===== src/rtl/conv_job_sequencer.sv =====
// Batch sequencer for the 3x3 XNOR-popcount conv engine: launches one job at a time,
// steps the address bases between jobs and supervises the engine run/busy handshake.
module conv_job_sequencer #(
    parameter int unsigned ADDR_W     = 12,
    parameter int unsigned CNT_W      = 4,
    parameter int unsigned IN_STRIDE  = 32,
    parameter int unsigned OUT_STRIDE = 32,
    parameter int unsigned ACK_TMO    = 16,
    parameter int unsigned RUN_TMO    = 1024
) (
    input  logic              clk,
    input  logic              reset_b,
    input  logic              seq_start,
    input  logic [CNT_W-1:0]  seq_job_count,
    input  logic [ADDR_W-1:0] seq_in_base,
    input  logic [ADDR_W-1:0] seq_out_base,
    input  logic [ADDR_W-1:0] seq_wmem_base,
    output logic              seq_busy,
    output logic              seq_done,
    output logic              seq_error,
    output logic [CNT_W-1:0]  seq_jobs_done,
    output logic              eng_run,
    input  logic              eng_busy,
    output logic [ADDR_W-1:0] eng_in_base,
    output logic [ADDR_W-1:0] eng_out_base,
    output logic [ADDR_W-1:0] eng_wmem_addr
);

    localparam int unsigned TMR_MAX = (ACK_TMO > RUN_TMO) ? ACK_TMO : RUN_TMO;
    localparam int unsigned TMR_W   = $clog2(TMR_MAX + 1);

    typedef enum logic [2:0] {
        S_IDLE,
        S_LAUNCH,
        S_WAIT_ACK,
        S_WAIT_DONE,
        S_NEXT,
        S_FINISH
    } state_t;

    state_t             state;
    logic [CNT_W-1:0]   job_count;
    logic [TMR_W-1:0]   timer;
    logic [TMR_W-1:0]   timer_inc;
    logic [CNT_W-1:0]   jobs_inc;

    assign timer_inc = timer + TMR_W'(1);
    assign jobs_inc  = seq_jobs_done + CNT_W'(1);

    // Sequencer FSM; every output is a register updated alongside the state.
    always_ff @(posedge clk or negedge reset_b) begin
        if (!reset_b) begin
            state         <= S_IDLE;
            job_count     <= '0;
            timer         <= '0;
            seq_busy      <= 1'b0;
            seq_done      <= 1'b0;
            seq_error     <= 1'b0;
            seq_jobs_done <= '0;
            eng_run       <= 1'b0;
            eng_in_base   <= '0;
            eng_out_base  <= '0;
            eng_wmem_addr <= '0;
        end else begin
            eng_run  <= 1'b0;
            seq_done <= 1'b0;
            case (state)
                S_IDLE: begin
                    seq_busy <= 1'b0;
                    // A start coinciding with the done pulse belongs to the old batch and is dropped.
                    if (seq_start && !seq_done) begin
                        seq_busy      <= 1'b1;
                        job_count     <= seq_job_count;
                        eng_in_base   <= seq_in_base;
                        eng_out_base  <= seq_out_base;
                        eng_wmem_addr <= seq_wmem_base;
                        seq_error     <= 1'b0;
                        seq_jobs_done <= '0;
                        timer         <= '0;
                        state         <= (seq_job_count == '0) ? S_FINISH : S_LAUNCH;
                    end
                end
                S_LAUNCH: begin
                    eng_run <= 1'b1;
                    state   <= S_WAIT_ACK;
                end
                S_WAIT_ACK: begin
                    if (eng_busy) begin
                        timer <= '0;
                        state <= S_WAIT_DONE;
                    end else if (timer_inc == TMR_W'(ACK_TMO)) begin
                        seq_error <= 1'b1;
                        state     <= S_FINISH;
                    end else begin
                        timer <= timer_inc;
                    end
                end
                S_WAIT_DONE: begin
                    if (!eng_busy) begin
                        timer <= '0;
                        state <= S_NEXT;
                    end else if (timer_inc == TMR_W'(RUN_TMO)) begin
                        seq_error <= 1'b1;
                        state     <= S_FINISH;
                    end else begin
                        timer <= timer_inc;
                    end
                end
                S_NEXT: begin
                    seq_jobs_done <= jobs_inc;
                    if (jobs_inc == job_count) begin
                        state <= S_FINISH;
                    end else begin
                        eng_in_base   <= eng_in_base + ADDR_W'(IN_STRIDE);
                        eng_out_base  <= eng_out_base + ADDR_W'(OUT_STRIDE);
                        eng_wmem_addr <= eng_wmem_addr + ADDR_W'(1);
                        state         <= S_LAUNCH;
                    end
                end
                S_FINISH: begin
                    seq_done <= 1'b1;
                    state    <= S_IDLE;
                end
                default: state <= S_IDLE;
            endcase
        end
    end

endmodule


===== config.mk =====
export PLATFORM = sky130hd
export DESIGN_NAME = conv_job_sequencer
export DESIGN_NICKNAME = d
export VERILOG_FILES = /design/src/rtl/conv_job_sequencer.sv
export SDC_FILE = /design/constraint.sdc
export NUM_CORES = 1
export LEC_CHECK = 0
export ABC_AREA = 1
export CORE_AREA = 2 2 93 95
export CTS_BUF_LIST = sky130_fd_sc_hd__clkbuf_8
export CTS_CLUSTER_SIZE = 25
export DETAILED_ROUTE_END_ITERATION = 8
export DIE_AREA = 0 0 95 97
export PLACE_DENSITY = 0.73
export SETUP_SLACK_MARGIN = 0.5
export SLEW_MARGIN = 25
export SYNTH_ARGS = -nofsm -noshare
export SYNTH_HDL_FRONTEND = slang
export SYNTH_SLANG_ARGS = --single-unit

===== constraint.sdc =====
create_clock -name clk -period 2.2 [get_ports clk]
set_clock_uncertainty 0.2 [all_clocks]
set_input_delay 0.22 -clock clk [delete_from_list [all_inputs] [get_ports clk]]
set_output_delay 0.22 -clock clk [all_outputs]
set_load 0.02 [all_outputs]

==> Word-level counts from Yosys, hierarchy flattened <==
Cells that the tools add are included.
Widths: inputs -> output; s select.
{ "op_classes": {"n_addsub": 5, "multipliers": 0, "n_div": 0, "order_cmp": 0, "n_eq_ne": 18, "shifts": 0, "muxes": 34, "n_bitwise": 0, "n_reduce_logical": 12} }
{ "op_table": {"columns": ["cell", "count"], "rows": [
  ["$mux 12", 6],
  ["$pmux 12 s2", 3],
  ["$mux 11", 5],
  ["$pmux 11 s3", 1],
  ["$add 12x6->12 const B", 2],
  ["$mux 3", 7],
  ["$pmux 3 s5", 1],
  ["$add 12x1->12 const B", 1],
  ["$ne 2x2->1 const B", 6],
  ["$ne 3x3->1 const B", 4],
  ["$add 11x1->11 const B", 1],
  ["$eq 11x11->1 const B", 1],
  ["$eq 11x5->1 const B", 1],
  ["$mux 1", 8],
  ["$pmux 4 s2", 1],
  ["$eq 3x2->1 const B", 2],
  ["$eq 3x3->1 const B", 2],
  ["$reduce_and 3->1", 2],
  ["$reduce_and 6->1", 1],
  ["$add 4x1->4 const B", 1],
  ["$eq 4x4->1", 1],
  ["$logic_not 4->1", 1],
  ["$mux 4", 1],
  ["$reduce_and 2->1", 2],
  ["8 further kinds", 8]
]} }
{ "word_totals": {"register_bits": 62, "latchBits": 0, "ramBits": 0, "romBits": 0, "out_inout_bits": 44, "elab_cells": 80, "n_memories": 0} }

==> Longest topological paths before layout <==
Gate-level depths: netlist of run 1.
{ "depth": {"ltp_word": 5, "depth_mapped": 13} }

==> Worst setup path before layout of run 1 <==
No wires, ideal clock.
{ "synth_path": {"path_kind": "reg2reg", "start": "register seq_jobs_done[0]", "end": "register eng_wmem_addr[7]", "arrival_time_ns": 1.708, "t_required_ns": 1.883, "slack_ns": 0.175, "path_stages_with_launch": 12, "path_cell_list": "dfrtp_1 -> ha_1 -> xnor2_1 -> nand3_1 -> nor2_1 -> nand2_1 -> nand2_1 -> buf_4 -> inv_2 -> buf_6 -> nand2_1 -> nand2_1"} }
{ "synth_via": {"elab_chain_cells": 4} }
{ "synth_lines": {"columns": ["element", "line_no", "rtl"], "rows": [
  ["start, declared", "21", "output logic [CNT_W-1:0] seq_jobs_done,"],
  ["start signal, assigned", "110", "seq_jobs_done <= jobs_inc;"],
  ["$add 4x1->4", "48", "assign jobs_inc = seq_jobs_done + CNT_W'(1);"],
  ["$eq 4x4->1", "111", "if (jobs_inc == job_count) begin"],
  ["$ne 2x2->1 (no line)", null, null],
  ["$reduce_and 3->1 (no line)", null, null],
  ["end signal, assigned", "76", "eng_wmem_addr <= seq_wmem_base;"],
  ["end signal, assigned", "116", "eng_wmem_addr <= eng_wmem_addr + ADDR_W'(1);"],
  ["end, declared", "26", "output logic [ADDR_W-1:0] eng_wmem_addr"]
]} }
Every way passes these cells.
A chain may end at the register's enable or synchronous reset.

==> Worst setup path in the final report of run 1 <==
{ "layout_path": {"start": "register timer[1]", "end": "register state[2]"} }
{ "layout_via": {"elab_chain_cells": 4, "word_cells_on_any_way": 6} }
{ "layout_lines": {"columns": ["element", "line_no", "rtl"], "rows": [
  ["start, declared", "43", "logic [TMR_W-1:0] timer;"],
  ["start signal, assigned", "95", "timer <= timer_inc;"],
  ["start signal, assigned", "106", "timer <= timer_inc;"],
  ["$add 11x1->11 (*)", "47", "assign timer_inc = timer + TMR_W'(1);"],
  ["$eq 11x11->1 or $eq 11x5->1 (tied branches)", "102, 91", null],
  ["$ne 3x3->1 (no line)", null, null],
  ["$reduce_and 3->1 (no line) (*)", null, null],
  ["end signal, assigned", "80", "state <= (seq_job_count == '0) ? S_FINISH : S_LAUNCH;"],
  ["end, declared", "41", "state_t state;"]
]} }
Mark *: on every way between the ends. The rest lies on a longest branch, timed or not.

==> metrics.md, run 1 <==
| Metric | Value |
|---|---|
| Row Count | 33 |
| Largest net degree at the start of global routing | 28 |
| Sequential area share after synthesis | 42.88% |
| Worst Hold Class | in2reg |
| CP max FO | 5 |
| Setup crit end kind | flip-flop |
| Area leader, netlist | dfrtp_1 |
| Syn_area_per_cell | 7.208 um2 |
| Smallest hold slack | 0.2084 ns |
| Drt first pass iters | 6 |
| Startpoint types | flip-flop |
| Antenna cell count | 0 |
| Synth Flop Type | dfrtp_1 |
| Yosys cell types | 35 |
| Share of the synthesized area in the top cell type | 42.88% |
| CP required | 2.27 ns |
| Port Buffers | 87 |
| Leakage power | 2.742 nW |
| Tcrit/Tclk final | 91.24% |
| Die height | 97 um |
| Commonest cells post-synth | 207 x nand2_1, 62 x dfrtp_1, 50 x nor2_1, 34 x inv_1, 30 x nand3_1 |
| CTS buffer count | 9 |
| Antenna-violating nets left | 0 |
| Family with the most delay on the worst path | simple AND/OR/NAND/NOR gates |
| Routability cong. | 0.8769 |
| Post-Route WL | 10480 um |
| Core footprint | 0.008134 mm2 |
| Worst Path Arrival | 2.08 ns |
| IR drop worst, VDD | 0.0006620 V |
| CTS Buffer Depth | 2 |
| Via count | 3774 |
| CP most frequent cell | nand2_1 |
| Status | complete, no violations |
| Final-report max-slew violation count | 0 |
| Die area | 0.009215 mm2 |
| Synthesized instance count | 502 |
| H-tree levels | 3 |
| Num ports | 88 |
| Initial antenna violation count | 0 |
| Grt ovf | 0 |
| Maxcap violations | 0 |
| DIE WIDTH | 95 um |
| GRT Total Usage | 22.00% |
| Post-DR vias/cell | 5.156 |
| Share of flip-flops with an asynchronous set or reset | 100.0% |
| Root buf cell | clkbuf_8 |
| Number of global-route vias before repair | 3534 |
| YS warnings | 0 |
| Clock Pin Slew Worst Setup and Hold Paths | 0.07 ns |
| Slowest-stage cell, CP | dfrtp_2 |
| Proportion of layout cells with a drive suffix above 1 | 23.92% |
| Final nets | 671 |
| Ranking of synthesized cells by area | dfrtp_1 43%, nand2_1 21%, nor2_1 5.2% |
| Final setup viols | 0 |
| Syn nets | 551 |
| Worst-Margin Slew | 0.6273 ns |
| Largest stage delay on the critical path | 0.44 ns |
| Fin Setup TNS | 0 ns |
| Number of remaining DRC errors | 0 |
| Most common cell in the netlist | nand2_1 |
| DR WL/cell | 14.32 um |
| Final hold violations | 0 |
| CTS tree | done |
| HPWL after DPL | 6767 um |
| Bufs and invs on worst path | 2 |
| Worst-Skew Late Latency | 0.35 ns |
| Cell area after synthesis | 0.003618 mm2 |
| Starting density of the core | 44.49% |
| RSZ-0062 raised after global routing | true |
| First-pass GRT wire length | 16080 um |
| Power Density | 1231 mW/mm2 |
| Fin crit period | 2.007 ns |
| Clock sinks | 62 |
| Slew margin rel. | 58.18% |
| Starting DRC count in detailed routing | 209 |
| Post-synth EDFFs | 0 |
| Highest Clock Rate | 0.4982 GHz |
| Crit-path cells | ha_4, nand2_4, buf_6, o21bai_4, nand2_1, nand3_2, nor2_4, buf_4, nand2_1, nand2_1, nand3_1, nor2_1 |
| Critical path class | reg2reg |
| Layout area overhead | 50.28% |
| Seq cells post-synth | 62 |
## final cells by class
cell class / instances / area (um2)
clock buffer: 12 / 165.2
timing repair buffer: 124 / 1232
sequential: 62 / 1564
multi-input combinational: 386 / 2170
inverter: 39 / 153.9
fill: 662 / 2696
tap: 105 / 131.4
clock inverter: 4 / 21.27
## logic make-up after synthesis
kind of cell               after synthesis  share of synthesized area (%)
adders and majority gates                5                          1.729
AOI/OAI and AO/OA                       50                          8.437
and+or+nand+nor                        321                          38.17
DFF                                     62                          42.88
buffers and inverters                   55                          6.604
xor gates and xnor gates                 9                          2.179
## layer usage
layer | GRT usage [%] | up-vias | part of all wire (%)
met5 | 0 | - | 0
met4 | 8.138 | 0 | 2.5
met3 | 3.816 | 24 | 5.8
met2 | 36.01 | 137 | 49
met1 | 28.95 | 1771 | 43
li1 | - | 1842 | -
## metrics by stage
stage / cell area, um2 / cells / utilization, % / total power, mW / worst slack, ns
after floorplan: 3655 / 502 / - / 3.877 / 0.3020
after global placement: 4673 / 692 / 57.45 / 5.018 / 0.1560
after detailed placement: 4673 / 692 / 57.45 / 5.099 / 0.06442
after CTS: 5085 / 724 / 62.51 / 6.202 / 0.2212
after global routing: 5438 / 732 / 66.85 / 7.181 / 0.05140
final: 5438 / 732 / 66.85 / 6.696 / 0.1926
## worst paths after layout
path                                    endpoint  slack [ns]            start  cells past startpoint
worst max-delay path                    state[2]        0.19         timer[1]                     12
worst min-delay path             eng_out_base[4]        0.21  seq_out_base[4]                      3
worst max register to register          state[2]        0.19         timer[1]                     12
worst min register to register    eng_in_base[0]        0.27   eng_in_base[0]                      2
max in group asynchronous               timer[3]        0.94          reset_b                      3
min in group asynchronous       eng_wmem_addr[4]        0.23          reset_b                      2
## registers in the layout (all words and copies together) (netlist names)
name           count
seq_done           1
eng_in_base       12
eng_run            1
job_count          4
timer             11
seq_error          1
eng_wmem_addr     12
seq_busy           1
state              3
seq_jobs_done      4
eng_out_base      12
## timing repair
| item | in CTS | in global routing |
|---|---|---|
| pin swaps | 13 | 21 |
| setup buffers | 13 | 5 |
| gates cloned | 2 | 3 |
| hold buffers | 1 | 0 |
| endpoints found under the setup margin | 85 | 44 |
| endpoints found under the hold margin | 23 | 0 |
| gates resized for setup | 78 | 78 |
## tightest hold or removal path, stage by stage
cell	delay [ns]
clkdlybuf4s50_1	0.39
nand2_1	0.06
nand2_1	0.04
## cells in the final DEF, fill, tap and decap left out, types with 3 or more instances in the layout
master             n
nand3_2            5
nor2_1            42
o21ai_2           12
buf_12             4
buf_4             23
nand4_1            8
inv_2              5
dlygate4sd2_1     44
nand2_4            7
nand3_4            4
nand3_1           26
clkbuf_16          3
dfrtp_1           52
a22oi_1            4
a21oi_1            8
clkdlybuf4s50_1   42
buf_6              5
nor2_2             4
nand2_2           28
o21ai_1            6
ha_1               3
a2bb2oi_1          5
inv_1             34
nand2_1          177
nor2_4            11
dfrtp_2           10
clkbuf_8          12
o21bai_1           3
o21ai_0            8
xor2_1             4
## power by group
part | switching, mW | internal (mW)
clock | 0.465 | 0.494
sequential | 0.467 | 1.59
combinational | 2.08 | 1.60
total | 3.01 | 3.69
Note: power is estimated with default switching activity, not from simulation.
==> inputs of run 2 (changes only) <==
clock period = 1.85 ns   (was 2.2 ns; I/O delays follow)
==> run 2 against run 1 <==
The run now ends with setup timing left. Design area is 14% higher. Clock-buffer cell count shrank 1. Clock power grew 47%. Sequential power increased by 18%. First-iteration DRC count grew 6.7%. Fmax fell by 1.5%. Non-clock buffer count up 54.
==> metrics.md, run 2 (synthesized netlist as in run 1, its figures left out) <==
| Metric | Value |
|---|---|
| Status | complete, but fails checks (was complete, no violations) |
| Failing checks | setup timing |
| Crit-path cells | buf_4, nand3_4, nor2_4, nand2_1, nand2_2, nand3_4, nor2_4, nand3_4, buf_6, nand4_1, nand2_1 (was ha_4, nand2_4, buf_6, o21bai_4, nand2_1, nand3_2, nor2_4, buf_4, nand2_1, nand2_1, nand3_1, nor2_1) |
| Root buf cell | clkbuf_8 (unchanged) |
| Routability cong. | 0.9064 (was 0.8769) |
| Family with the most delay on the worst path | simple AND/OR/NAND/NOR gates (unchanged) |
| Starting density of the core | 44.49% (unchanged) |
| CTS tree | done (unchanged) |
| Antenna-violating nets left | 0 (unchanged) |
| CP required | 1.90 ns (was 2.27 ns) |
| Worst Hold Class | in2reg (unchanged) |
| Switch Pwr | 4.245 mW (was 3.011 mW) |
| Sw frac | 43.74% (was 44.96%) |
| Post-Route WL | 12180 um (was 10480 um) |
| DIE WIDTH | 95 um (unchanged) |
| H-tree levels | 3 (unchanged) |
| DR WL/cell | 15.50 um (was 14.32 um) |
| Via count | 4069 (was 3774) |
| HPWL after DPL | 6677 um (was 6767 um) |
| Row Count | 33 (unchanged) |
| Comb power frac | 60.4% (was 54.9%) |
| Slowest-stage cell, CP | dfrtp_1 (was dfrtp_2) |
| Drt first pass iters | 5 (was 6) |
| Worst-Margin Slew | 0.4313 ns (was 0.6273 ns) |
| Pint | 5.461 mW (was 3.685 mW) |
| Number of global-route vias before repair | 4108 (was 3534) |
| Clock share of power | 14.5% (was 14.3%) |
| Initial antenna violation count | 0 (unchanged) |
| Die height | 97 um (unchanged) |
| Post-DR vias/cell | 5.177 (was 5.156) |
| Largest net degree at the start of global routing | 63 (was 28) |
| Smallest hold slack | 0.1630 ns (was 0.2084 ns) |
| Proportion of layout cells with a drive suffix above 1 | 44.79% (was 23.92%) |
| Critical path class | reg2reg (unchanged) |
| Worst setup margin | -0.1882 ns (was 0.1926 ns) |
| Final hold violations | 0 (unchanged) |
| Setup crit end kind | flip-flop (unchanged) |
| Reg power frac | 25.1% (was 30.8%) |
| Power Density | 1569 mW/mm2 (was 1231 mW/mm2) |
| Fin area | 0.006185 mm2 (was 0.005438 mm2) |
| Most frequent cells in the layout | 141 x nand2_1, 58 x buf_4, 46 x dfrtp_1, 43 x nor2_1, 43 x nand2_2 (was 177 x nand2_1, 52 x dfrtp_1, 44 x dlygate4sd2_1, 42 x nor2_1, 42 x clkdlybuf4s50_1) |
| Leakage power | 3.071 nW (was 2.742 nW) |
| Core footprint | 0.008134 mm2 (unchanged) |
| Worst-Skew Late Latency | 0.35 ns (about the same) |
| Highest Clock Rate | 0.4906 GHz (was 0.4982 GHz) |
| Layout area overhead | 70.92% (was 50.28%) |
| Final nets | 725 (was 671) |
| Antenna cell count | 0 (unchanged) |
| Largest stage delay on the critical path | 0.40 ns (was 0.44 ns) |
| Clock Pin Slew Worst Setup and Hold Paths | 0.07 ns (about the same) |
| Die area | 0.009215 mm2 (unchanged) |
| Tot Pwr | 9.706 mW (was 6.696 mW) |
| Maxcap violations | 0 (unchanged) |
| CP most frequent cell | nand3_4 (was nand2_1) |
| Worst Path Arrival | 2.08 ns (about the same) |
| CTS buffer count | 9 (unchanged) |
| Fin Setup TNS | -5.887 ns (was 0 ns) |
| Final core utilization | 76.03% (was 66.85%) |
| Largest regs | eng_in_base: 12 flops, eng_out_base: 12 flops, eng_wmem_addr: 12 flops (unchanged) |
| Port Buffers | 87 (unchanged) |
| RSZ-0062 raised after global routing | true (unchanged) |
| Most common cell after layout, fill and taps aside | nand2_1 (unchanged) |
| GRT Total Usage | 24.78% (was 22.00%) |
| Final setup viols | 41 (was 0) |
| First-pass GRT wire length | 18120 um (was 16080 um) |
| Bufs and invs on worst path | 2 (unchanged) |
| CP max FO | 5 (unchanged) |
| Startpoint types | flip-flop (unchanged) |
| Tcrit/Tclk final | 110.2% (was 91.24%) |
| Placed cell area | 0.004994 mm2 (was 0.004673 mm2) |
| Number of remaining DRC errors | 0 (unchanged) |
| CTS Buffer Depth | 2 (unchanged) |
| Num ports | 88 (unchanged) |
| IR drop worst, VDD | 0.0008790 V (was 0.0006620 V) |
| Slew margin rel. | 71.14% (was 58.18%) |
| Final-report max-slew violation count | 0 (unchanged) |
| Starting DRC count in detailed routing | 223 (was 209) |
| Clock sinks | 62 (unchanged) |
| Fin crit period | 2.038 ns (was 2.007 ns) |
| Grt ovf | 0 (unchanged) |
run 2: cell count changes in the layout (fill, tap and decap cells not counted), sizes merged:
cell,previous run,this run
buf,34,134
dlygate4sd2,44,0
clkbuf,15,12
bufinv,0,2
inv,40,38
clkinv,2,3
run 2: tightest hold or removal path: stages:
cell	delay, ns
clkdlybuf4s50_1	0.39
nand2_1	0.06
nand2_1	0.04
run 2: per-stage QoR:
stage,worst slack [ns],instances
6_report,-0.1882,786
5_1_grt,-0.2992,786
4_1_cts,-0.1520,773
3_5_place_dp,-0.2243,729
3_3_place_gp,-0.1454,729
2_1_floorplan,-0.04799,502
run 2: final cells by class:
cell class,count,area (um2)
clock buffer,11,151.4
clock inverter,5,81.33
fill,532,1949
inverter,39,163.9
multi-input combinational,386,2412
sequential,62,1572
tap,105,131.4
timing repair buffer,178,1673
run 2: worst paths after layout:
path	startpoint	endpoint	slack, ns	cells after the start
min reg2reg	seq_error	seq_error	0.28	2
max in group asynchronous	reset_b	timer[1]	0.98	3
min	seq_in_base[2]	eng_in_base[2]	0.16	3
max	timer[0]	timer[4]	-0.19	11
min in group asynchronous	reset_b	eng_out_base[11]	0.17	3
max reg2reg	timer[0]	timer[4]	-0.19	11
run 2: repair_timing:
item	4_1_cts	5_1_grt
setup buffers	24	11
hold buffers	1	0
cloned	3	2
gates resized for setup	316	94
endpoints found under the hold margin	62	0
endpoints found under the setup margin	104	79
pin swaps	44	29
run 2: metal layers:
metal,track usage [%],wire length [um],up-vias
met5,0,0,-
met4,11.71,405,0
met2,42.01,6367,151
met1,29.82,4721,1928
met3,4.751,687,38
li1,-,-,1952
run 2: power groups by stage:
stage	Clock, mW	Sequential [mW]	Combinational, mW
2_1_floorplan	0	2.84	1.82
3_3_place_gp	0	2.36	3.91
3_5_place_dp	0	2.37	4.00
4_1_cts	1.42	2.36	5.00
5_1_grt	1.49	2.49	6.29
6_report	1.41	2.44	5.86
==> inputs of run 3 (changes only) <==
CTS_BUF_LIST = sky130_fd_sc_hd__clkbuf_4 sky130_fd_sc_hd__clkbuf_8   (was sky130_fd_sc_hd__clkbuf_8)
==> results of run 3 <==
The final DEF is identical to that of run 2; final timing and power are the same.
